## src/rtl/fetch_ctrl.sv

```systemverilog
// ---------------------------------------------------------------------------
// fetch_ctrl
//
// Instruction-fetch controller placed between the program-counter logic and
// a synchronous-read instruction ROM (registered output, one-cycle latency).
// Launches one ROM read per cycle, catches the word one cycle later into a
// single-entry output slot and hands it to decode through valid/ready.
// Under backpressure the same address is re-read so that rom_q stays stable
// and nothing is lost. Redirect restarts fetch at a new address. A word
// whose opcode equals HALT_OPCODE stops fetching until the next redirect.
//
// Ports:
//   clk           rising-edge clock, shared with the ROM
//   rst_n         asynchronous active-low reset
//   rom_addr      ROM address (combinational: redirect / re-read / pc)
//   rom_q         ROM registered read data
//   instr         fetched instruction (slot register)
//   instr_pc      address of instr
//   instr_valid   slot holds a valid instruction
//   instr_ready   decode takes the slot this cycle
//   redirect      single-cycle request to restart fetch at redirect_addr
//   redirect_addr redirect target
//   halted        high while fetching is stopped by a halt word
// ---------------------------------------------------------------------------
module fetch_ctrl #(
   parameter int          DATA_WIDTH  = 32,
   parameter int          ADDR_WIDTH  = 9,
   parameter int          START_ADDR  = 1,
   parameter logic [5:0]  HALT_OPCODE = 6'b010001
) (
   input  logic                  clk,
   input  logic                  rst_n,
   output logic [ADDR_WIDTH-1:0] rom_addr,
   input  logic [DATA_WIDTH-1:0] rom_q,
   output logic [DATA_WIDTH-1:0] instr,
   output logic [ADDR_WIDTH-1:0] instr_pc,
   output logic                  instr_valid,
   input  logic                  instr_ready,
   input  logic                  redirect,
   input  logic [ADDR_WIDTH-1:0] redirect_addr,
   output logic                  halted
);

   localparam logic [0:0] ST_RUN    = 1'b0;
   localparam logic [0:0] ST_HALTED = 1'b1;

   localparam logic [ADDR_WIDTH-1:0] ADDR_ONE   = ADDR_WIDTH'(1);
   localparam logic [ADDR_WIDTH-1:0] ADDR_START = ADDR_WIDTH'(START_ADDR);

   logic [0:0]            state_r;
   logic [ADDR_WIDTH-1:0] pc_r;
   logic                  launched_r;
   logic [ADDR_WIDTH-1:0] launched_pc_r;
   logic [DATA_WIDTH-1:0] instr_r;
   logic [ADDR_WIDTH-1:0] instr_pc_r;
   logic                  instr_valid_r;

   logic                  accept_s;
   logic                  hold_s;
   logic                  halt_hit_s;

   // Slot can take a new word when empty or being consumed; otherwise a
   // word in flight must be re-read until the slot frees up.
   always_comb begin
      accept_s   = !instr_valid_r || instr_ready;
      hold_s     = launched_r && !accept_s;
      halt_hit_s = (rom_q[DATA_WIDTH-1 -: 6] == HALT_OPCODE);
   end

   // ROM address select: redirect target, re-read of the in-flight word, or pc.
   always_comb begin
      rom_addr = pc_r;
      if (redirect) begin
         rom_addr = redirect_addr;
      end else if (hold_s) begin
         rom_addr = launched_pc_r;
      end else begin
         rom_addr = pc_r;
      end
   end

   // Fetch state, pc, in-flight tracking and the output slot.
   always_ff @(posedge clk or negedge rst_n) begin
      if (!rst_n) begin
         state_r       <= ST_RUN;
         pc_r          <= ADDR_START;
         launched_r    <= 1'b0;
         launched_pc_r <= {ADDR_WIDTH{1'b0}};
         instr_r       <= {DATA_WIDTH{1'b0}};
         instr_pc_r    <= {ADDR_WIDTH{1'b0}};
         instr_valid_r <= 1'b0;
      end else if (redirect) begin
         // Flush slot and in-flight word; the redirect target is read now.
         instr_valid_r <= 1'b0;
         launched_r    <= 1'b1;
         launched_pc_r <= redirect_addr;
         pc_r          <= redirect_addr + ADDR_ONE;
         state_r       <= ST_RUN;
      end else if (launched_r && accept_s) begin
         instr_r       <= rom_q;
         instr_pc_r    <= launched_pc_r;
         instr_valid_r <= 1'b1;
         if (halt_hit_s) begin
            // The halt word is delivered but nothing after it is launched.
            state_r    <= ST_HALTED;
            launched_r <= 1'b0;
            pc_r       <= launched_pc_r + ADDR_ONE;
         end else if (state_r == ST_RUN) begin
            launched_r    <= 1'b1;
            launched_pc_r <= pc_r;
            pc_r          <= pc_r + ADDR_ONE;
         end else begin
            launched_r <= 1'b0;
         end
      end else if (launched_r) begin
         // Backpressure: everything holds while the same word is re-read.
         launched_r <= launched_r;
      end else if (state_r == ST_RUN) begin
         launched_r    <= 1'b1;
         launched_pc_r <= pc_r;
         pc_r          <= pc_r + ADDR_ONE;
         if (instr_ready && instr_valid_r) begin
            instr_valid_r <= 1'b0;
         end else begin
            instr_valid_r <= instr_valid_r;
         end
      end else begin
         // Halted: no launches, the slot simply drains.
         if (instr_ready && instr_valid_r) begin
            instr_valid_r <= 1'b0;
         end else begin
            instr_valid_r <= instr_valid_r;
         end
      end
   end

   assign instr       = instr_r;
   assign instr_pc    = instr_pc_r;
   assign instr_valid = instr_valid_r;
   assign halted      = (state_r == ST_HALTED);

endmodule

```

## config.mk

```make
export PLATFORM = sky130hd
export DESIGN_NAME = fetch_ctrl
export DESIGN_NICKNAME = d
export VERILOG_FILES = /design/src/rtl/fetch_ctrl.sv
export SDC_FILE = /design/constraint.sdc
export NUM_CORES = 1
export LEC_CHECK = 0
export ABC_AREA = 1
export CAP_MARGIN = 30
export CORE_MARGIN = 2
export CORE_UTILIZATION = 43
export CTS_BUF_LIST = sky130_fd_sc_hd__clkbuf_16
export CTS_CLUSTER_DIAMETER = 200
export DETAILED_ROUTE_END_ITERATION = 6
export PLACE_DENSITY = 0.74
export SLEW_MARGIN = 20
export SYNTH_ARGS = -nofsm -noshare
export SYNTH_HDL_FRONTEND = slang
export SYNTH_SLANG_ARGS = --single-unit
```

## constraint.sdc

```tcl
create_clock -name clk -period 2.16 [get_ports clk]
set_input_delay 0.648 -clock clk [delete_from_list [all_inputs] [get_ports clk]]
set_output_delay 0.648 -clock clk [all_outputs]
set_load 0.01 [all_outputs]
```

=== Yosys cells after proc, flatten, opt, wreduce, memory -nomap -nowiden ===
Cells that the tools add are included.

* Register bits: 62
* Output and inout port bits: 52
* Word-level logic and storage cells: 51

* Add/subtract/negate cells: 3
* Equal/unequal tests: 3
* Mux-type cells: 24
* Bitwise operators: 1
* Reduce and logical (&&, ||, !) cells: 13

{| class="wikitable"
|+ Operator list
! cell !! number
|-
| two-way mux 9 bit || 12
|-
| adder 9 x 1 -> 9 bit (second input constant) || 3
|-
| two-way mux 1 bit || 12
|-
| AND reduction 2 bit || 4
|-
| equality test 6 x 5 -> 1 bit (second input constant) || 1
|-
| nonzero test 2 bit || 2
|-
| logical AND 1 bit || 3
|-
| != test 3 x 2 -> 1 bit (second input constant) || 1
|-
| != test 3 bit (second input constant) || 1
|-
| nonzero test 3 bit || 1
|-
| zero test 1 bit || 2
|-
| logical OR 1 bit || 1
|-
| inverter 1 bit || 1
|}

=== Longest topological paths before layout ===
Gate-level depths: netlist of run 1.

* Depth after elaboration: 6
* Gate-level depth with buffers: 12
* Depth with buffers taken out: 12

=== Least setup slack after synthesis of run 1 ===
No wires, ideal clock.

* Path type: input to output
* Start point: input port instr_ready
* End point: output port rom_addr[0]
* Arrival time: 1612 ps
* Setup slack: -100 ps
* Stages on the path: 6
* Buffers on the path: 1
* Cell sequence: nor2_2 > nand2_2 > nor2_2 > inv_2 > buf_2 > o221ai_1

* Word-level cells in the longest chain between the ends: 5

{| class="wikitable"
|+ RTL lines
! item !! line !! text
|-
| start: declaration || 38 || <nowiki>input logic instr_ready,</nowiki>
|-
| logical OR 1 bit || 65 || <nowiki>accept_s = !instr_valid_r || instr_ready;</nowiki>
|-
| zero test 1 bit || 66 || <nowiki>hold_s = launched_r && !accept_s;</nowiki>
|-
| logical AND 1 bit || 66 ||
|-
| two-way mux 9 bit || 75 || <nowiki>end else if (hold_s) begin</nowiki>
|-
| two-way mux 9 bit || 73 || <nowiki>if (redirect) begin</nowiki>
|-
| end: declaration || 33 || <nowiki>output logic [ADDR_WIDTH-1:0] rom_addr,</nowiki>
|}

Every way passes these cells.

=== Worst setup path in the final report of run 1 ===
* Start point: input port instr_ready
* End point: output port rom_addr[8]

Same word-level chain as after synthesis.

==> key figures, run 1 <==
Synth
  – Post-synth EDFFs: 0
  – Top_reg_cell synth: dfrtp_1
  – Unique masters post-synth: 29
  – Biggest area consumer among synthesized cells: dfrtp_1
  – Syn nets: 501
  – Cells after Synth: 453
  – Yosys reg bits: 62
  – Post-synthesis async set-or-reset flop share: 100%
  – Netlist Area Pre-Place: 3320 um2
  – Synth area leaders: dfrtp_1 46%, nand2_1 21%, o21ai_0 4.5%, inv_1 4.4%, nor2_1 4.0%
  – Area fraction of the dominant cell type after synthesis: a little under half
  – Synth Area per Inst: around 7.3 um2
  – Sequential-to-total area share from yosys stat: a little under half
  – Syn. warnings: 0

Setup path
  – Crit path capture type: primary output
  – Crit path max fanout: 6
  – R2r worst-path depth: 11
  – R2r endpoint: pc_r[8]$_DFFE_PN0P_
  – Worst r2r src: pc_r[0]$_DFFE_PN1P_
  – Startpoint types: input port
  – Worst Path Class, Setup: input port to primary output
  – Crit path DAT: 1.54 ns
  – R2R Setup Slk: 0.20 ns
  – Worst EP required: 1.51 ns

Placed design
  – DP Wirelength: 7.19 mm
  – GP Congestion: 0.982
  – Post-placement setup slack: -0.852 ns
  – Input/output buffers: 96

STA
  – Min cycle time layout: about 2.2 ns
  – Worst-Margin Slew: 0.362 ns
  – Tcrit/Tclk final: 101%
  – Setup_tns: -0.135 ns
  – Worst Skew: about 0.0054 ns
  – Worst setup margin: -0.0252 ns
  – Max Fclk: 458 MHz
  – Final hold viol count: 0
  – Slew Limit Fails: 0
  – Final setup viols: 8
  – Relative slew slack: roughly 76%
  – RSZ-0062 raised after global routing: true

Pwr
  – Power per cell area: ~770 nW/um2
  – Internal: approximately 2.8 mW
  – Clock power frac: 38.3%
  – Pwr Total: 3.94 mW
  – Net switching fraction of the power: 28.6%
  – Flop pwr share: 36.2%
  – VDD IR-drop max: 0.000372 V
  – Gate power share: 25.5%
  – Net Sw Power: 1.13 mW
  – Leak: 2.58 nW

Routing
  – Vias per cell: about 5
  – Routed via count: around 3500
  – Pre-antenna DRT Iters: 5
  – First DRT Iteration DRCs: around 220
  – Antenna Nets Post-Route: 0
  – Drt drc: 0
  – Avg WL per Cell: 13.7 um
  – Drt total wl: 9.69 mm

Clock network
  – Root Driver: clkbuf_16
  – Clock Sinks: 62
  – Clk slew on worst S/H paths: 0.06 ns
  – TritonCTS Buffers: 9
  – Clk buf depth: 2
  – Htree depth: 3
  – Worst skew pair latency: 0.33 ns
  – TritonCTS clock tree: built
  – # hold bufs at CTS: 0

Finish
  – Layout cell share with drive strength beyond 1: between 10% and 20%
  – Area Growth Syn to Fin: 54.4%
  – Final #Nets: between 600 and 700
  – # diodes: 0
  – Fillers: 652

Flow run
  – Max_cap viols: 0

Status
  – Status: finished with violations
  – Failing checks: negative setup slack

Global route
  – Initial antenna violation count: 0
  – Largest net degree at the start of global routing: 63
  – Number of global-route vias before repair: 3308
  – Overflow after GRT: 0
  – Met2 usage: 38.4%
  – GRT Total Usage: 23.9%
  – Busiest grt layer: met2
  – Met3 Use GR: 3.70%
  – First-pass GRT wire length: about 16 mm
  – M1 GR Usage: between 30% and 40%

Die
  – FP Rows: 32
  – Top Ports: a little under 100
  – Placeable Area: ~7600 um2
  – Initial cell density of the core: 43.6%
  – Die area: 8440 um2
  – Die height: 91.9 um
  – DIE WIDTH: 91.9 um

Min path
  – Hold Path Class: input port to async pin
kinds of logic (layout without fill, tap and decap cells):
logic type / count (synthesis) / after routing / synth area share [%]
simple gates: 259 / 259 / 31.8
compound gates: 66 / 66 / 11.3
flops: 62 / 62 / 46.8
buf+inv: 57 / 208 / 7.43
xor+xnor: 6 / 6 / 1.58
fa+ha+maj: 3 / 3 / 1.13
per-layer routing:
layer / routed length, um / up-vias
li1: - / 1741
met1: 4380 / 1632
met2: 4540 / 125
met3: 594 / 15
met4: 171 / 0
met5: 0 / -
layout make-up:
class | instances | area (um2) | share of cell area [%]
tap | 102 | 128 | 2.49
timing repair inverter | 1 | 6.26 | 0.122
multi-input combinational | 334 | 1600 | 31.1
timing repair buffer | 148 | 1360 | 26.6
clock buffer | 9 | 225 | 4.39
inverter | 43 | 166 | 3.25
sequential | 62 | 1550 | 30.3
clock inverter | 7 | 90.1 | 1.76
power by group through the flow:
stage               clock, mW  sequential [mW]  combinational [mW]
finish                   1.51             1.43                1.00
floorplan                   0             1.48               0.416
global placement            0             1.43               0.988
detailed placement          0             1.44                1.00
global route             1.58             1.45                1.11
CTS                      1.53             1.42                1.00
how the worst max path moves through the flow:
stage                            start           to  slack (ns)
3_3_place_gp               instr_ready  rom_addr[7]       -0.79
5_1_grt                    instr_ready  rom_addr[7]       -0.08
3_5_place_dp               instr_ready  rom_addr[8]       -0.85
4_1_cts        instr_valid$_DFFE_PN0P_  rom_addr[8]       -0.06
2_1_floorplan              instr_ready  rom_addr[0]       0.007
6_report                   instr_ready  rom_addr[8]       -0.03
layout by cell type (no fill, tap or decap), types with 2 or more instances in the layout:
cell type        netlist  routed
nand3_1               25      25
nor3_1                 2       2
nor2_1                35      35
clkbuf_16              0       9
a21oi_1               22      22
nand4_1                3       3
ha_1                   3       3
nand2_2                2       2
inv_2                  4       4
buf_4                  4      46
dfrtp_1               61      61
nor2_4                 0       2
nand2_4                0       2
xor2_1                 6       6
clkdlybuf4s50_1        0      84
nand2_1              187     185
bufinv_16              0       2
buf_12                 0       4
o21ai_1                1       2
buf_2                  5      10
inv_1                 39      39
buf_6                  0       3
o21ai_0               30      29
o221ai_2               0       8
clkinv_2               0       2
critical path, cell delays in order:
cell      delay (ns)
buf_6           0.10
nor2_4          0.14
nand2_4         0.08
nor2_4          0.19
inv_4           0.08
o221ai_2        0.14
buf_2           0.16
sequential cells by signal, summed over array words and instances (netlist names):
name,cells
instr,32
instr_pc,9
launched_pc_r,9
pc_r,9
halted,1
instr_valid,1
launched_r,1
synthesized netlist by cell type (2+ instances only):
cell type / number
nand2_1: 187
dfrtp_1: 61
inv_1: 39
nor2_1: 35
o21ai_0: 30
nand3_1: 25
a21oi_1: 22
o221ai_1: 8
xor2_1: 6
buf_2: 5
buf_4: 4
clkbuf_1: 4
inv_2: 4
ha_1: 3
nand4_1: 3
nand2_2: 2
nor2_2: 2
nor3_1: 2
timing repair:
action                     4_1_cts  5_1_grt
gates cloned                     1        0
pin swaps                        5        4
gates resized for setup         56        0
setup endpoints to repair        9       10
buffers inserted                 4        4
through the flow:
| stage | area, um2 | hold slack [ns] | util, % | instances |
|---|---|---|---|---|
| floorplan | 3370 | 0.352 | - | 453 |
| global placement | 4750 | 0.462 | 62.4 | 681 |
| detailed placement | 4750 | 0.467 | 62.4 | 681 |
| CTS | 5090 | 0.342 | 67.0 | 702 |
| global route | 5120 | 0.351 | 67.4 | 706 |
| finish | 5120 | 0.312 | 67.4 | 706 |
No activity file was read; power rests on OpenSTA's default activity.
==> inputs of run 2 (changes only) <==
--- a/config.mk
+++ b/config.mk
@@ -7,6 +7,7 @@
 export LEC_CHECK = 0
 export ABC_AREA = 1
 export CAP_MARGIN = 30
+export CORE_ASPECT_RATIO = 0.8
 export CORE_MARGIN = 2
 export CORE_UTILIZATION = 43
 export CTS_BUF_LIST = sky130_fd_sc_hd__clkbuf_16
==> run 2 against run 1 <==
The flow still finishes with violations (negative setup slack). Cell count is the same. Critical endpoint unchanged. Power fell by 4.0%. Highest routed layer unchanged. Sequential cell count unchanged. Sequential power barely moved. Clock skew grew 0.00097 ns.
==> key figures, run 2 (synthesis gave the netlist of run 1 again) <==
Status
  – Status: finished with violations
  – Failing checks: negative setup slack

Finish
  – Area Growth Syn to Fin: 52.1%
  – Final Non-Filler Cells: 706
  – Layout cell share with drive strength beyond 1: roughly 16%
  – Fillers: roughly 650
  – Final #Nets: 645
  – Max reg flops: 32
  – Most common cell after layout, fill and taps aside: nand2_1
  – Most frequent cells in the layout: 186 x nand2_1, 84 x clkdlybuf4s50_1, 61 x dfrtp_1
  – # diodes: 0
  – Layout Utilization: between 60 and 70%

Routing
  – Routed via count: 3484
  – Antenna Nets Post-Route: 0
  – Drt drc: 0
  – Avg WL per Cell: 13.9 um
  – Pre-antenna DRT Iters: 5
  – Drt total wl: 9.84 mm
  – First DRT Iteration DRCs: 200
  – Vias per cell: 4.93

Global route
  – Number of global-route vias before repair: 3225
  – First-pass GRT wire length: 15.6 mm
  – Largest net degree at the start of global routing: 43
  – Overflow after GRT: 0
  – Initial antenna violation count: 0
  – GRT Total Usage: about 24%

Setup path
  – Critical path destination: rom_addr[8]
  – CP peak stage delay: roughly 0.23 ns
  – Slowest cell on the critical path: clkdlybuf4s15_2
  – Worst r2r src: pc_r[0]$_DFFE_PN1P_
  – R2r worst-path depth: 11
  – Worst EP required: between 1.5 and 2 ns
  – Crit path max fanout: 5
  – Worst Path Class, Setup: input port to primary output
  – Startpoint types: input port
  – CP Cell Sequence: clkdlybuf4s15_2 -> inv_2 -> nand2_1 -> buf_4 -> o221ai_2 -> buf_2
  – Worst setup path start: redirect
  – R2R Setup Slk: approximately 0.36 ns
  – Crit path DAT: 1.55 ns
  – R2r endpoint: pc_r[8]$_DFFE_PN0P_
  – Crit path capture type: primary output

Clock network
  – Worst skew pair latency: 0.33 ns
  – TritonCTS Buffers: 9
  – Htree depth: 3
  – TritonCTS clock tree: built
  – Clock Sinks: 62
  – Root Driver: clkbuf_16
  – Clk buf depth: 2
  – Clk slew on worst S/H paths: 0.05 ns

STA
  – Worst-Margin Slew: ~0.54 ns
  – Tcrit/Tclk final: 102%
  – Max Fclk: 455 MHz
  – Slew Limit Fails: 0
  – Relative slew slack: between 60 and 70%
  – Final hold viol count: 0
  – Hold slack: approximately 0.29 ns
  – Worst setup margin: -0.0399 ns
  – RSZ-0062 raised after global routing: true
  – Final setup viols: 5
  – Worst Skew: 0.00638 ns
  – Min cycle time layout: ~2.2 ns

Die
  – Top Ports: 97
  – FP Rows: 28
  – Placeable Area: ~7400 um2
  – DIE WIDTH: 102 um
  – Die height: 82.6 um
  – Initial cell density of the core: 44.7%
  – Die area: 8440 um2

Flow run
  – Max_cap viols: 0

Pwr
  – Pwr Total: 3.78 mW
  – VDD IR-drop max: 0.000569 V
  – Leak: 2.53 nW
  – Power per cell area: 749 nW/um2

Placed design
  – GP Congestion: approximately 0.91
  – Post-placement setup slack: -0.807 ns
  – Placed cells: between 600 and 700
  – DP Wirelength: 7.43 mm
  – Input/output buffers: between 90 and 100

Min path
  – Hold Path Class: input port to async pin
[run 2: what timing repair did]
action	CTS	global route
buffers inserted	4	3
hold buffers	0	0
pin swaps	4	5
gates resized for setup	49	4
endpoints found under the hold margin	0	0
gates cloned	1	0
endpoints found under the setup margin	9	9
[run 2: per-stage QoR]
step,TNS (ns),area (um2)
final,-0.101,5050
after global placement,-11.59,4730
after global routing,-0.578,5050
after detailed placement,-12.93,4730
after CTS,-0.266,5020
after floorplan,0,3370
[run 2: worst min-delay path by stage]
stage	startpoint	end	slack, ns	depth (start not counted)
2_1_floorplan	rst_n	halted$_DFFE_PN0P_	0.35	0
3_3_place_gp	instr[3]$_DFFE_PN0P_	instr[3]$_DFFE_PN0P_	0.46	2
3_5_place_dp	instr[3]$_DFFE_PN0P_	instr[3]$_DFFE_PN0P_	0.47	2
4_1_cts	rst_n	halted$_DFFE_PN0P_	0.29	2
5_1_grt	rst_n	halted$_DFFE_PN0P_	0.31	2
6_report	rst_n	halted$_DFFE_PN0P_	0.29	2
[run 2: power breakdown]
part	internal, mW	switching [mW]	total (mW)
logic	0.490	0.508	0.998
clock network	0.870	0.486	1.36
registers	1.32	0.108	1.43
total	2.68	1.10	3.78
[run 2: area by class of cell]
class                           instances  area (um2)  share of cell area [%]
Multi-Input combinational cell        334        1590                    31.4
Timing Repair Buffer                  146        1330                    26.3
Timing Repair inverter                  1        6.26                   0.124
Sequential cell                        62        1550                    30.7
Inverter                               43         166                    3.30
Clock buffer                            9         225                    4.46
Tap cell                              105         131                    2.60
Clock inverter                          6        53.8                    1.07
[run 2: critical path: cells and delay by family]
family / cells / cell delay, ns
buffers and inverters: 4 / 0.64
AND/OR/NAND/NOR: 1 / 0.08
AO/OA/AOI/OAI: 1 / 0.18
[run 2: per-layer routing]
metal  up-vias  track usage [%]  share of wire (%)
li1       1738                -                  -
met1      1620             33.9                 46
met2       110             37.0                 46
met3        16             5.81                6.0
met4         0             8.40                1.6
met5         -                0                  0
